$ cat config.mk
export PLATFORM = sky130hd
export DESIGN_NAME = uart_tx
export DESIGN_NICKNAME = d
export VERILOG_FILES = /design/src/rtl/uart_pkg.sv /design/src/rtl/uart_baud_cnt.sv /design/src/rtl/uart_tx.sv
export SDC_FILE = /design/constraint.sdc
export NUM_CORES = 1
export LEC_CHECK = 0
export CORE_ASPECT_RATIO = 2
export CORE_MARGIN = 2
export CORE_UTILIZATION = 45
export DETAILED_ROUTE_END_ITERATION = 7
export PLACE_DENSITY_LB_ADDON = 0.05
export SLEW_MARGIN = 20
export SYNTH_ARGS = -nofsm -noshare
export SYNTH_HDL_FRONTEND = slang
export SYNTH_SLANG_ARGS = --single-unit
$ cat constraint.sdc
create_clock -name clk -period 2.3 [get_ports clk]
set_input_delay 0.46 -clock clk [delete_from_list [all_inputs] [get_ports clk]]
set_output_delay 0.46 -clock clk [all_outputs]
set_load 0.01 [all_outputs]
$ cat src/rtl/uart_pkg.sv
// Shared types and constants for the UART datapath (transmit and future receive side).
// Latency: none, declarations only.
// Backpressure: none, declarations only.
package uart_pkg;

    // Transmit frame sequencer states; PARITY is only visited when parity is built in
    typedef enum logic [2:0] {
        IDLE,
        START,
        DATA,
        PARITY,
        STOP
    } tx_state_e;

    // 100 MHz core clock at 115200 baud
    localparam int DEFAULT_CLKS_PER_BIT = 868;

    // Level of an idle (marking) serial line; start bit is the inverse
    localparam logic UART_IDLE_LEVEL = 1'b1;

endpackage

$ cat src/rtl/uart_baud_cnt.sv
// Bit-period counter: counts CLKS_PER_BIT cycles per serial bit, restartable to align bit edges.
// Latency: bit_done is high on the last cycle of each bit; first bit ends CLKS_PER_BIT cycles after restart.
// Backpressure: none; counts every cycle that restart is low.
module uart_baud_cnt
    import uart_pkg::*;
#(
    parameter int CLKS_PER_BIT = DEFAULT_CLKS_PER_BIT
) (
    input  logic clk,
    input  logic rst,
    input  logic restart,
    output logic bit_done,
    output logic bit_pre_done
);

    localparam int CNT_W = $clog2(CLKS_PER_BIT);
    localparam logic [CNT_W-1:0] CNT_LAST = CNT_W'(CLKS_PER_BIT - 1);
    localparam logic [CNT_W-1:0] CNT_PRE  = CNT_W'(CLKS_PER_BIT - 2);

    logic [CNT_W-1:0] cnt;

    // Count up within a bit, wrap at the bit boundary, and snap to zero on restart
    always_ff @(posedge clk) begin
        if (rst || restart) begin
            cnt <= '0;
        end else if (cnt == CNT_LAST) begin
            cnt <= '0;
        end else begin
            cnt <= cnt + CNT_W'(1);
        end
    end

    // bit_pre_done lets a consumer register a signal that lines up with bit_done
    assign bit_done     = (cnt == CNT_LAST);
    assign bit_pre_done = (cnt == CNT_PRE);

endmodule

$ cat src/rtl/uart_tx.sv
// UART serializer: start bit, DLEN data bits LSB-first, optional even parity (UART_TX_PARITY_EN), STOP_BITS stop bits.
// Latency: start bit on the line the cycle after the i_valid/o_ready handshake; frame is (1+DLEN+P+STOP_BITS)*CLKS_PER_BIT cycles.
// Backpressure: o_ready only in IDLE and the final stop cycle, so held i_valid gives gap-free back-to-back frames.
module uart_tx
    import uart_pkg::*;
#(
    parameter int DLEN         = 8,
    parameter int CLKS_PER_BIT = DEFAULT_CLKS_PER_BIT,
    parameter int STOP_BITS    = 1
) (
    input  logic            clk,
    input  logic            rst,
    input  logic            i_valid,
    output logic            o_ready,
    input  logic [DLEN-1:0] i_data,
    output logic            o_tx,
    output logic            o_busy
);

    localparam int IDX_W = $clog2(DLEN);
    localparam logic [IDX_W-1:0] IDX_LAST = IDX_W'(DLEN - 1);
    localparam logic STOP_LAST = 1'(STOP_BITS - 1);

    tx_state_e        state;
    tx_state_e        state_n;
    logic [DLEN-1:0]  shreg;
    logic [IDX_W-1:0] bit_idx;
    logic             stop_idx;
    logic             accept;
    logic             baud_restart;
    logic             bit_done;
    logic             bit_pre_done;
    logic             tx_d;
    logic             ready_d;
    logic             busy_d;
`ifdef UART_TX_PARITY_EN
    logic             par_bit;
`endif

    assign accept       = i_valid && o_ready;
    // Hold the bit timer at zero while idle so every frame starts on a fresh bit period
    assign baud_restart = accept || (state == IDLE);

    uart_baud_cnt #(
        .CLKS_PER_BIT (CLKS_PER_BIT)
    ) u_baud (
        .clk          (clk),
        .rst          (rst),
        .restart      (baud_restart),
        .bit_done     (bit_done),
        .bit_pre_done (bit_pre_done)
    );

    // State register plus the frame datapath: latch on accept, shift and count on bit boundaries
    always_ff @(posedge clk) begin
        if (rst) begin
            state    <= IDLE;
            shreg    <= '0;
            bit_idx  <= '0;
            stop_idx <= 1'b0;
`ifdef UART_TX_PARITY_EN
            par_bit  <= 1'b0;
`endif
        end else begin
            state <= state_n;
            if (accept) begin
                shreg    <= i_data;
                bit_idx  <= '0;
                stop_idx <= 1'b0;
`ifdef UART_TX_PARITY_EN
                par_bit  <= ^i_data;
`endif
            end else if (bit_done) begin
                case (state)
                    DATA: begin
                        shreg   <= shreg >> 1;
                        bit_idx <= (bit_idx == IDX_LAST) ? '0 : bit_idx + IDX_W'(1);
                    end
                    STOP: begin
                        stop_idx <= (stop_idx == STOP_LAST) ? 1'b0 : stop_idx + 1'b1;
                    end
                    default: ;
                endcase
            end
        end
    end

    // Next-state sequencing; a byte accepted in the final stop cycle goes straight to START
    always_comb begin
        state_n = state;
        case (state)
            IDLE:  if (accept) state_n = START;
            START: if (bit_done) state_n = DATA;
            DATA: begin
                if (bit_done && (bit_idx == IDX_LAST)) begin
`ifdef UART_TX_PARITY_EN
                    state_n = PARITY;
`else
                    state_n = STOP;
`endif
                end
            end
`ifdef UART_TX_PARITY_EN
            PARITY: if (bit_done) state_n = STOP;
`endif
            STOP: begin
                if (bit_done && (stop_idx == STOP_LAST)) begin
                    state_n = accept ? START : IDLE;
                end
            end
            default: state_n = IDLE;
        endcase
    end

    // Next values of the registered outputs, derived from where the sequencer is heading
    always_comb begin
        tx_d    = UART_IDLE_LEVEL;
        busy_d  = (state_n != IDLE);
        // Ready must be visible during the final stop cycle, so it is set one cycle ahead
        ready_d = !accept &&
                  ((state_n == IDLE) ||
                   ((state == STOP) && (stop_idx == STOP_LAST) && bit_pre_done));
        case (state_n)
            START: tx_d = ~UART_IDLE_LEVEL;
            // Shift register moves on the same edge, so look one bit ahead when it does
            DATA:  tx_d = ((state == DATA) && bit_done) ? shreg[1] : shreg[0];
`ifdef UART_TX_PARITY_EN
            PARITY: tx_d = par_bit;
`endif
            default: tx_d = UART_IDLE_LEVEL;
        endcase
    end

    // Output registers; reset drives the line idle and withholds ready for one cycle
    always_ff @(posedge clk) begin
        if (rst) begin
            o_tx    <= UART_IDLE_LEVEL;
            o_ready <= 1'b0;
            o_busy  <= 1'b0;
        end else begin
            o_tx    <= tx_d;
            o_ready <= ready_d;
            o_busy  <= busy_d;
        end
    end

endmodule
### After elaboration in Yosys (flattened, before gate mapping)

Index checks and enable logic that the tools add are counted.

| word-level totals | value |
|---|---|
| bits in registers | 28 |
| bits of input ports | 11 |
| output and inout bits | 3 |

| cells by class | value |
|---|---|
| add/subtract/negate cells | 3 |
| equal/unequal tests | 8 |
| mux-type cells | 13 |
| bitwise logic cells | 1 |
| reductions and logical operators | 21 |

Operator list:

| cell | count |
|---|---|
| 8-bit two-way mux | 3 |
| 10-bit == test, second input constant | 2 |
| 3-bit two-way mux | 5 |
| 3-bit one-hot mux with 4 select lines | 1 |
| 10-bit by 1-bit adder with 10-bit output, second input constant | 1 |
| 1-bit logical AND | 7 |
| 3-bit by 1-bit == test with 1-bit output, second input constant | 2 |
| 3-bit by 2-bit == test with 1-bit output, second input constant | 2 |
| 3-bit == test, second input constant | 2 |
| 3-bit logical NOT | 2 |
| 2-bit AND reduction | 3 |
| 2-bit nonzero test | 2 |
| 2-bit OR reduction | 2 |
| 3-bit by 1-bit adder with 3-bit output, second input constant | 1 |
| 1-bit logical OR | 3 |
| 1-bit two-way mux | 3 |
| 3-bit nonzero test | 1 |
| 1-bit one-hot mux with 2 select lines | 1 |
| 1-bit adder, second input constant | 1 |
| 1-bit logical NOT | 1 |
| 1-bit inverter | 1 |

### Logic depth before layout (Yosys ltp)

| logic depth | value |
|---|---|
| depth in word-level cells | 7 |
| depth in mapped cells | 7 |

### By module

Synthesis repeated with hierarchy kept, for this count alone.

| second synthesis, totals | value |
|---|---|
| cell total of the unflattened synthesis | 138 |
| area total of the unflattened synthesis | 1285.0 um^2 |

Modules (own cells, without submodules):

| module | times used | cells an instance | area each (um^2) |
|---|---|---|---|
| uart_tx | 1 | 85 | 813.3 |
| uart_baud_cnt | 1 | 53 | 471.7 |

### Least setup slack after synthesis

Ideal clock, no wire load.

| timing | value |
|---|---|
| path type | reg2reg |
| from | register u_baud.cnt[2] |
| to | register o_tx |
| library setup time | 129 ps |
| arrival | 1886 ps |
| required time | 2171 ps |
| slack | 285 ps |
| stages on the path, launching flop included | 6 |
| period minus slack after synthesis | 2015 ps |
| path through | dfxtp_1 or4b_4 or3_4 a2111o_1 o21ai_1 o211ai_1 |

| between the ends | value |
|---|---|
| longest elaborated chain between the ends | 6 |
| elaborated cells between the ends (all ways) | 12 |
| classes of those cells | eq/ne: 3; mux: 6; reduce/logical: 3 |

RTL lines:

| item | line | source |
|---|---|---|
| from (decl) | uart_baud_cnt.sv:20 | `logic [CNT_W-1:0] cnt;` |
| from (signal assigned) | uart_baud_cnt.sv:29 | `cnt <= cnt + CNT_W'(1);` |
| 10-bit == test * | uart_baud_cnt.sv:34 | `assign bit_done = (cnt == CNT_LAST);` |
| 1-bit logical AND (on tied branches) | uart_tx.sv:107, uart_tx.sv:95 |  |
| 3-bit two-way mux (on tied branches) | uart_tx.sv:107, uart_tx.sv:95 |  |
| 3-bit one-hot mux with 4 select lines | uart_tx.sv:91 | `case (state)` |
| 3-bit by 2-bit == test with 1-bit output or 3-bit by 1-bit == test with 1-bit output (tied branches) | uart_tx.sv:123 | `case (state_n)` |
| 1-bit one-hot mux with 2 select lines * | uart_tx.sv:123 |  |
| to (signal assigned) | uart_tx.sv:141 | `o_tx <= tx_d;` |
| to (decl) | uart_tx.sv:16 | `output logic o_tx,` |

Mark *: on every way between the ends. The rest lies on a longest branch, timed or not.
A chain may end at the register's enable or synchronous reset.

### Worst setup path after layout

Same ends and word-level chain as after synthesis.

==> summary.txt <==
Layout fillers - 245
Core ar. - 2540 um^2
Post-Syn Nets - 150
CP max stage cell - or4b_4
Synth Area in Simple Gates - 22.8%
Post-synthesis xor/xnor area fraction - 5.89%
CP Cell Sequence - or4b_4 > or3_4 > a2111o_1 > o21ai_1 > o211ai_1
Area of the multi-input gates - 626 um^2
Post-layout min period - 2.09 ns
CP arrival - 2.25 ns
Residual DRC - 0
Pin count of the biggest net entering global routing - 16
CP Depth - 5
Post CTS Setup Buffer Count - 0
TritonRoute pass-1 iters - 6
CP required - 2.46 ns
Crit-path max FO - 5
Gpl congestion - 0.905
Crit path kind - reg2reg
Clock Pin Slew Worst Setup and Hold Paths - 0.09 ns
Final Cycle Share - 91.0%
R2r setup slk - 0.21 ns
Synth warn - 0
Initial antenna violation count - 0
Die width - 40.4 um
Num ports - 14
FF+latch area - 541 um^2
Synth Area in Compound Gates - 13.8%
Fmax - 478 MHz
Syn_area_per_cell - 8.81 um^2
Via density - 5.51
Global route overflow - 0
Initial drt markers - 13
Clk buf depth - 2
RSZ-0062 raised after global routing - false
Die area - 3100 um^2
Via Count - 1009
Maxcap violations - 0
Hold Fails Final Rpt - 0
CP bufs+invs - 0
Share of cells above drive strength 1 - 8.39%
Crit path capture type - flop
Vias in the first global route - 999
Post-DP HPWL - 2030 um
Post-Route WL - 2510 um
Slew Viols, Final - 0
Worst Reg-to-Reg Cells - 5
Leak pwr - 0.552 nW
Antenna viol nets, final - 0
CTS HTree Levels - 1
Worst setup endpoint - o_tx
Final setup TNS - 0 ns
CP startpoint - u_baud.cnt[2]
Clock Skews - 0.00448 ns
Num Clock Sinks - 27
Multiplexer share of the synthesized area - 5.89%
# setup viols final - 0
Antenna cells - 0
Largest family of logic cells by synthesized area - simple AND/OR/NAND/NOR gates
Layout area overhead - 20.5%
Hold Worst Slack - 0.462 ns
Clk Tree Root Cell - clkbuf_8
First-pass GRT wire length - 4040 um
Status - completed
Resize count post-CTS - 0
Worst VDD drop - 0.000470 V
Most frequent cells in the layout - dfxtp_1, nor2_1, a21oi_1
GRT Util Overall - 18.1%
Cts hold-fix bufs - 0
TritonCTS Buffers - 3
Cells after synthesis - 135
Pwr dens - 587 nW/um^2
Yosys cell types - 30
Wire length per cell - 13.7 um
CTS tree - yes
Commonest non-fill, non-tap cell in the layout - dfxtp_1
Slew headroom - 77.5%
Port Buffers - 13
Delay-heaviest family, CP - simple AND/OR/NAND/NOR gates
Delay of the slowest cell on the worst path - 0.58 ns
Core Rows - 26
Setup crit start kind - flop
Synth Cell Area - 1190 um^2
Clk_lat worst skew - 0.27 ns
Sequential area share after synthesis - 45.4%
Nets - 171
HP Class - reg2reg
Adder-cell share of the synthesized area - 4.21%
Synth Register Bits - 27
Die Y - 76.7 um
Slew @ Worst Pin - 0.337 ns
Initial cell density of the core - 46.9%
R2R Path End - o_tx
Reg2Reg Launch Point - u_baud.cnt[2]
-- cells in the mapped netlist --
library cell	n	area, um^2
o211ai_1	1	7.51
nand3_1	11	55.1
nand2_1	10	37.5
o21ai_1	1	5.00
ha_1	4	50.1
buf_2	1	5.00
a2111o_1	1	11.3
a21oi_1	14	70.1
nand4b_1	2	17.5
o31ai_1	1	7.51
nand4_1	1	6.26
and2_1	1	6.26
or3_4	1	11.3
nor3_2	1	10.0
or3_1	2	12.5
inv_1	3	11.3
a31oi_1	2	12.5
o21ai_0	7	35.0
mux2i_1	7	70.1
dfxtp_1	27	541
clkbuf_1	2	7.51
xor2_1	4	35.0
or4b_4	1	13.8
nor3b_1	1	7.51
a211oi_1	1	7.51
xnor2_1	4	35.0
o21a_1	1	7.51
nor2_1	19	71.3
and3_1	2	12.5
nor3_1	2	10.0
-- cell type report --
class,count,area share [%]
flip-flops and latches,27,37.7
well taps,28,2.44
repair buffers,19,12.2
clock buffers,3,2.88
multi-input cells,102,43.6
inverters,3,0.785
clock inverters,1,0.349
-- metrics by stage --
| step | utilization [%] | worst slack [ns] | cell area (um^2) | instances | power (mW) |
|---|---|---|---|---|---|
| 6_report | 56.5 | 0.208 | 1430 | 183 | 0.841 |
| 2_1_floorplan | - | 0.285 | 1190 | 135 | 0.544 |
| 3_3_place_gp | 54.7 | 0.235 | 1390 | 179 | 0.588 |
| 4_1_cts | 56.5 | 0.197 | 1430 | 183 | 0.852 |
| 5_1_grt | 56.5 | 0.107 | 1430 | 183 | 0.883 |
| 3_5_place_dp | 54.7 | 0.215 | 1390 | 179 | 0.589 |
-- worst register-to-register path: stages (launching register included) --
cell and delay [ns]:
dfxtp_1 0.35, or4b_4 0.58, or3_4 0.40, a2111o_1 0.47
o21ai_1 0.09, o211ai_1 0.08
-- registers in the layout, summed over array words and instances (netlist names) --
name / flops
o_tx: 1
o_busy: 1
bit_idx: 3
u_baud.cnt: 10
state: 3
o_ready: 1
shreg: 8
-- layer usage --
| layer | up-vias | track usage (%) | part of all wire (%) | routed length [um] |
|---|---|---|---|---|
| li1 | 518 | - | - | - |
| met1 | 462 | 17.4 | 35 | 888 |
| met2 | 23 | 33.0 | 58 | 1460 |
| met3 | 6 | 2.31 | 3.3 | 84 |
| met4 | 0 | 9.00 | 3.1 | 78 |
| met5 | - | 0 | 0 | 0 |
-- cell families (layout without fill, tap and decap cells) --
logic type      Yosys count  after routing
compound gates           29             29
flops                    27             27
simple gates             54             54
mux                       7              7
xor+xnor                  8              8
fa+ha+maj                 4              4
buf+inv                   6             26
-- worst min-delay path by stage --
stage | from | end | slack, ns | cells past startpoint
after floorplan | bit_idx[1] | bit_idx[1] | 0.44 | 2
after global placement | bit_idx[1] | bit_idx[1] | 0.44 | 2
after detailed placement | bit_idx[2] | bit_idx[2] | 0.45 | 2
after CTS | bit_idx[2] | bit_idx[2] | 0.47 | 2
after global routing | bit_idx[2] | bit_idx[2] | 0.49 | 2
final | bit_idx[2] | bit_idx[2] | 0.46 | 2
-- power by group --
part	leakage [nW]	total (mW)	switching, mW	internal, mW
sequential	0.219	0.498	0.0130	0.485
combinational	0.307	0.0790	0.0354	0.0437
clock	0.0255	0.264	0.143	0.121
Power figures use the tool's default switching activity.
